==> config.mk <==
export PLATFORM = sky130hd
export DESIGN_NAME = add_4bit_cla
export DESIGN_NICKNAME = d
export VERILOG_FILES = /design/src/rtl/add_4bit_cla.sv
export SDC_FILE = /design/constraint.sdc
export NUM_CORES = 1
export LEC_CHECK = 0
export CORE_AREA = 3 3 40 42
export CTS_BUF_LIST = sky130_fd_sc_hd__clkbuf_16
export DETAILED_ROUTE_END_ITERATION = 6
export DIE_AREA = 0 0 43 45
export REMOVE_ABC_BUFFERS = 1
export SLEW_MARGIN = 20
export SYNTH_ARGS = -nofsm -noshare
export SYNTH_HDL_FRONTEND = slang
export SYNTH_SLANG_ARGS = --single-unit
==> constraint.sdc <==
create_clock -name clk -period 4.3 [get_ports clk]
set_input_delay 1.075 -clock clk [delete_from_list [all_inputs] [get_ports clk]]
set_output_delay 1.075 -clock clk [all_outputs]
set_load 0.03 [all_outputs]
==> src/rtl/add_4bit_cla.sv <==
// Registered 4-bit carry-lookahead adder with group P/G outputs for cascading.
// Define ADD_4BIT_CLA_OVF_EN to add the registered signed-overflow output OVF.

module add_4bit_cla_pg (
    input  logic a,
    input  logic b,
    output logic p,
    output logic g
);
    assign p = a ^ b;
    assign g = a & b;
endmodule

module add_4bit_cla (
    input  logic       clk,
    input  logic       rst,
    input  logic [3:0] A,
    input  logic [3:0] B,
    input  logic       Cin,
    output logic [3:0] S,
    output logic       Cout,
    output logic       PG,
`ifdef ADD_4BIT_CLA_OVF_EN
    output logic       GG,
    output logic       OVF
`else
    output logic       GG
`endif
);
    localparam int NUM_LANES = 4;

    logic [NUM_LANES-1:0] p, g;
    logic [NUM_LANES:0]   c;
    logic [NUM_LANES-1:0] s_nxt;
    logic                 pg_nxt, gg_nxt;

    genvar i;
    generate
        for (i = 0; i < NUM_LANES; i++) begin : g_lane
            add_4bit_cla_pg u_pg (
                .a (A[i]),
                .b (B[i]),
                .p (p[i]),
                .g (g[i])
            );
        end
    endgenerate

    // Every carry is a flat sum of products off Cin; no carry feeds another.
    always_comb begin
        c    = '0;
        c[0] = Cin;
        c[1] = g[0] | (p[0] & Cin);
        c[2] = g[1] | (p[1] & g[0]) | (p[1] & p[0] & Cin);
        c[3] = g[2] | (p[2] & g[1]) | (p[2] & p[1] & g[0])
             | (p[2] & p[1] & p[0] & Cin);
        c[4] = g[3] | (p[3] & g[2]) | (p[3] & p[2] & g[1])
             | (p[3] & p[2] & p[1] & g[0])
             | (p[3] & p[2] & p[1] & p[0] & Cin);
    end

    assign s_nxt  = p ^ c[3:0];
    assign pg_nxt = &p;
    assign gg_nxt = g[3] | (p[3] & g[2]) | (p[3] & p[2] & g[1])
                  | (p[3] & p[2] & p[1] & g[0]);

    always_ff @(posedge clk) begin
        if (rst) begin
            S    <= '0;
            Cout <= 1'b0;
            PG   <= 1'b0;
            GG   <= 1'b0;
        end else begin
            S    <= s_nxt;
            Cout <= c[4];
            PG   <= pg_nxt;
            GG   <= gg_nxt;
        end
    end

`ifdef ADD_4BIT_CLA_OVF_EN
    // Signed overflow: carry into the sign bit differs from carry out of it.
    always_ff @(posedge clk) begin
        if (rst) OVF <= 1'b0;
        else     OVF <= c[3] ^ c[4];
    end
`endif

endmodule

==> flow_summary.json, run 1 <==
{
  "syn_area_sq_um": 377,
  "start_util_pct": 29.3,
  "core_area_sq_um": 1280,
  "rsz0062_at_grt": "false",
  "fin_crit_ns": 2.44,
  "yosysSeqAreaShare_pct": 37.2,
  "crit_required_ns": 4.41,
  "wl_met3_um": 90,
  "power.total_mw": 0.285,
  "root_buffer": "clkbuf_16",
  "critPathCaptureType": "flop",
  "cts_max_level": 1,
  "yosys_warnings": 0,
  "grt_overflow": 0,
  "drive_gt1_share_pct": 15.5,
  "gp_congestion": 0.655,
  "worst-setup-path-type": "in -> reg",
  "slew_headroom_pct": 79.5,
  "die_y_um": 45,
  "fp-row-count": 13,
  "grt_pass1_wl_mm": 1.15,
  "yosysTopAreaCell": "dfxtp_1",
  "hold_end": "S[0]",
  "p_per_area_nw_per_um2": 442,
  "synth_ff_type": "dfxtp_1",
  "grt_pass1_vias": 289,
  "finalSetupViolations": 0,
  "fillCellCount": 125,
  "cp-start-kind": "input port",
  "drc": 0,
  "clk_pin_slew_ns": 0.03,
  "synth_top_area_share_pct": 37.2,
  "hold_violations": 0,
  "drv_cap": 0,
  "grtUsageTotal_pct": 8.85,
  "slowest_stage": "clkdlybuf4s50_1",
  "area_growth_pct": 71.1,
  "drv_slew": 0,
  "synth_common_cells": "7 x dfxtp_1, 5 x ha_1, 4 x inv_1, 4 x nor2_1",
  "cts_resized": 0,
  "hold_class": "in -> reg",
  "finalCritPeriodShare_pct": 56.8,
  "wl_met1_um": 293,
  "p_leak_nw": 0.293,
  "path_max_fanout": 3,
  "via_per_inst": 4.19,
  "status": "completed",
  "antenna_found_initial": 0,
  "yosysMostFrequentCell": "dfxtp_1",
  "fin_tns_setup_ns": 0,
  "cts_tree": "done",
  "antenna_left": 0,
  "port_buffers": 17,
  "grt_max_degree": 9,
  "vias": 306,
  "min_path_cells": 2,
  "cts_buffer_depth": 2,
  "synth_edf_count": 0,
  "ios": 18,
  "dr.pass1.iters": 2,
  "hold_buffers": 0,
  "diodes": 0,
  "synth_area_per_cell_sq_um": 10.2,
  "fmax_ghz": 0.409,
  "cts_buffers": 3,
  "worst_pin_slew_ns": 0.307,
  "arrival_ns": 2.56,
  "synth_seq_cells": 7,
  "synthDistinctLibCells": 19,
  "cts.sinks": 7,
  "ys_top_cells_by_area": "dfxtp_1 37%, ha_1 17%, fa_1 5.3%",
  "design.die.area_sq_um": 1940,
  "drtIter0Drc": 2,
  "syn_inst": 37,
  "wl_per_cell_um": 8.93,
  "cp_slowest_stage_delay_ns": 0.45,
  "nets": 76,
  "top_layer": "met4",
  "wirelength_um": 652,
  "cp_cell_sequence": "clkdlybuf4s50_1, ha_1, a21o_1, a21oi_1, mux2_2",
  "hpwl_um": 547,
  "die_w_um": 43,
  "dr_wl_met2_um": 259,
  "async_reset_ff_share_pct": 0,
  "min-delay-start": "rst",
  "ir_drop_mv": 0.152,
  "cts_setup_buffers": 0
}
area by class of cell:
class / count / area [sq um] / area share [%]
multi-input cells: 26 / 221 / 34.4
repair buffers: 17 / 170 / 26.4
flip-flops and latches: 7 / 140 / 21.7
clock buffers: 3 / 75.1 / 11.7
well taps: 15 / 18.8 / 2.91
inverters: 4 / 15.0 / 2.33
clock inverters: 1 / 3.75 / 0.583
sequential cells by signal (all words and copies together), names as in the netlist:
signal / count
S: 4
Cout: 1
PG: 1
GG: 1
logic make-up (layout without fill, tap and decap cells):
logic type               count (synthesis)  in the layout  synth area share, %
multiplexers                             2              2                 5.65
AO/OA/AOI/OAI                            6              6                 9.63
AND/OR/NAND/NOR                         11             11                 19.3
flip-flops                               7              7                 37.2
buffers and inverters                    4             25                 3.99
XOR/XNOR                                 1              1                 2.33
adder cells (fa/ha/maj)                  6              6                 21.9
worst max-delay path by stage:
stage               endpoint  slack [ns]  cells after the start  startpoint
floorplan               S[2]        2.17                      4        A[0]
detailed placement      S[2]        1.64                      5        A[0]
global placement        S[2]        1.65                      5        A[0]
global route            S[2]        1.76                      5        A[0]
finish                  S[2]        1.86                      5        A[0]
CTS                     S[2]        1.86                      5        A[0]
where the power goes:
part	switching, mW	leakage (nW)	internal (mW)
Combinational	0.0293	0.192	0.0305
Clock	0.0316	0.0423	0.121
Sequential	0.00138	0.0580	0.0717
Total	0.0622	0.293	0.223
placed cells by master (no fill, tap or decap), types with 2 or more instances in the layout:
cell type        synthesis  final
clkdlybuf4s50_1          0     17
nor2_1                   4      4
a21oi_1                  2      2
dfxtp_1                  7      7
clkbuf_16                0      3
ha_1                     5      5
a21o_1                   2      2
inv_1                    4      5
metal layers:
layer  GRT usage [%]  vias to the layer above
met1            10.2                      121
li1                -                      168
met4            10.8                        0
met2            10.8                       15
met5               0                        -
met3            3.98                        2
worst max-delay path: cells and delay by family:
| family | cells | cell delay, ns |
|---|---|---|
| adders and majority gates | 1 | 0.34 |
| buffers and inverters | 1 | 0.45 |
| muxes | 1 | 0.35 |
| AOI/OAI and AO/OA | 2 | 0.35 |
through the flow:
stage / utilization, % / cells / worst slack (ns) / area [sq um] / hold WS [ns]
after floorplan: - / 37 / 2.17 / 377 / 1.14
final: 50.1 / 73 / 1.86 / 644 / 1.54
after CTS: 50.1 / 73 / 1.86 / 644 / 1.54
after global placement: 44.0 / 69 / 1.65 / 566 / 1.79
after global routing: 50.1 / 73 / 1.76 / 644 / 1.61
after detailed placement: 44.0 / 69 / 1.64 / 566 / 1.78
(Power assumes the default switching activity.)
==> run 2: changes to the inputs <==
==> constraint.sdc (replaced) <==
create_clock -name clk -period 2 [get_ports clk]
set_input_delay 0.5 -clock clk [delete_from_list [all_inputs] [get_ports clk]]
set_output_delay 0.5 -clock clk [all_outputs]
set_load 0.03 [all_outputs]
==> run 2 against run 1 <==
Clock power increased by 120%. Cell count increased by 5.5%. First-iteration DRC count unchanged. Critical endpoint unchanged.
==> flow_summary.json, run 2 (synthesis results as in run 1) <==
{
  "status": "completed",
  "core_area_sq_um": 1280,
  "p_sw_share_pct": 21.9,
  "p_per_area_nw_per_um2": 923,
  "finalCritPeriodShare_pct": 92.4,
  "ios": 18,
  "wirelength_um": 731,
  "cts_tree": "done",
  "gp_congestion": 0.662,
  "cts_buffers": 3,
  "die_y_um": 45,
  "path_max_fanout": 3,
  "start_util_pct": 29.3,
  "switching_power_mw": 0.136,
  "fin_tns_setup_ns": 0,
  "clkPwrFrac_pct": 52.7,
  "hold_slack_ns": 0.973,
  "grt_overflow": 0,
  "finalSetupViolations": 0,
  "p_leak_nw": 0.312,
  "final_util_pct": 52.5,
  "clk_pin_slew_ns": 0.03,
  "slew_headroom_pct": 79.8,
  "drc": 0,
  "grtUsageTotal_pct": 10.9,
  "nets": 80,
  "fmax_ghz": 0.541,
  "hold_buffers": 0,
  "die_w_um": 43,
  "cts_max_level": 1,
  "dpl.cell_count": 73,
  "via_per_inst": 4.34,
  "p_int_mw": 0.486,
  "design.die.area_sq_um": 1940,
  "power_frac_seq_pct": 25.2,
  "fin_crit_ns": 1.85,
  "stdcell_area_sq_um": 674,
  "cts_buffer_depth": 2,
  "vias": 334,
  "grt_max_degree": 9,
  "cp-start-kind": "input port",
  "cp_cell_sequence": "clkdlybuf4s50_1, ha_1, a21o_1, a21oi_1, mux2_2",
  "root_buffer": "clkbuf_16",
  "drv_slew": 0,
  "rsz0062_at_grt": "false",
  "fp-row-count": 13,
  "drv_cap": 0,
  "antenna_found_initial": 0,
  "arrival_ns": 1.96,
  "cp_slowest_stage_delay_ns": 0.42,
  "fin_cells": 77,
  "final_common_cell": "clkdlybuf4s50_1",
  "top_register": "S",
  "worst_pin_slew_ns": 0.302,
  "port_buffers": 17,
  "cts.sinks": 7,
  "drtIter0Drc": 2,
  "combPwrFrac_pct": 22.1,
  "placed_cell_area_sq_um": 596,
  "dr.pass1.iters": 2,
  "hold_violations": 0,
  "fillCellCount": 134,
  "slowest_stage": "clkdlybuf4s50_1",
  "drive_gt1_share_pct": 21.0,
  "wl_per_cell_um": 9.49,
  "hold_class": "in -> reg",
  "worst-setup-path-type": "in -> reg",
  "largest_reg_flops": 4,
  "diodes": 0,
  "grt_pass1_wl_mm": 1.46,
  "ir_drop_mv": 0.292,
  "grt_pass1_vias": 380,
  "cts_resized": 0,
  "critPathCaptureType": "flop",
  "cts_setup_buffers": 0,
  "area_growth_pct": 79.1,
  "final_cell_mix": "17 x clkdlybuf4s50_1, 7 x dfxtp_1, 5 x inv_1, 5 x ha_1",
  "antenna_left": 0,
  "crit_required_ns": 2.11
}
[run 2: cell types whose count changed in the layout (fill, tap and decap cells not counted)]
cell	before	now
buf_4	0	4
[run 2: layer usage]
| metal | track usage [%] | wire (um) | share of wire (%) | vias to the layer above |
|---|---|---|---|---|
| met2 | 17.1 | 353 | 48 | 15 |
| met1 | 11.2 | 292 | 40 | 142 |
| met5 | 0 | 0 | 0 | - |
| met3 | 3.59 | 77 | 11 | 2 |
| met4 | 10.8 | 8 | 1.1 | 0 |
| li1 | - | - | - | 175 |
[run 2: layout make-up]
cell class	instances	area, sq um	share of cell area (%)
Multi-Input combinational cell	26	221	32.8
Sequential cell	7	140	20.8
Inverter	4	15.0	2.23
Clock buffer	3	75.1	11.1
Timing Repair Buffer	21	200	29.7
Tap cell	15	18.8	2.78
Clock inverter	1	3.75	0.557
[run 2: critical path: cells and delay by family]
family                   cells  cell delay [ns]
AO/OA/AOI/OAI                2             0.35
adder cells (fa/ha/maj)      1             0.33
buffers and inverters        1             0.42
multiplexers                 1             0.35
[run 2: final timing paths]
kind	startpoint	to	slack, ns	depth (start not counted)
hold / removal	rst	S[0]	0.97	2
setup / recovery	A[0]	S[2]	0.15	5
[run 2: per-stage QoR]
step | setup slack (ns) | total power, mW
floorplan | 0.444 | 0.233
global placement | -0.0534 | 0.297
detailed placement | -0.0747 | 0.298
CTS | 0.151 | 0.632
global route | 0.0569 | 0.658
finish | 0.152 | 0.622
[run 2: power groups by stage]
stage | Clock (mW) | Sequential, mW | Combinational [mW]
after floorplan | 0 | 0.188 | 0.0448
after global placement | 0 | 0.159 | 0.138
after detailed placement | 0 | 0.159 | 0.139
after CTS | 0.335 | 0.157 | 0.140
after global routing | 0.346 | 0.159 | 0.152
final | 0.328 | 0.157 | 0.137
==> run 3: changes to the inputs <==
--- a/config.mk
+++ b/config.mk
@@ -7,9 +7,9 @@
 export LEC_CHECK = 0
 export CORE_AREA = 3 3 40 42
 export CTS_BUF_LIST = sky130_fd_sc_hd__clkbuf_16
+export CTS_CLUSTER_DIAMETER = 60
 export DETAILED_ROUTE_END_ITERATION = 6
 export DIE_AREA = 0 0 43 45
-export REMOVE_ABC_BUFFERS = 1
 export SLEW_MARGIN = 20
 export SYNTH_ARGS = -nofsm -noshare
 export SYNTH_HDL_FRONTEND = slang
==> results of run 3 <==
Same layout as run 2: the final DEF is identical, and so are final timing and power.
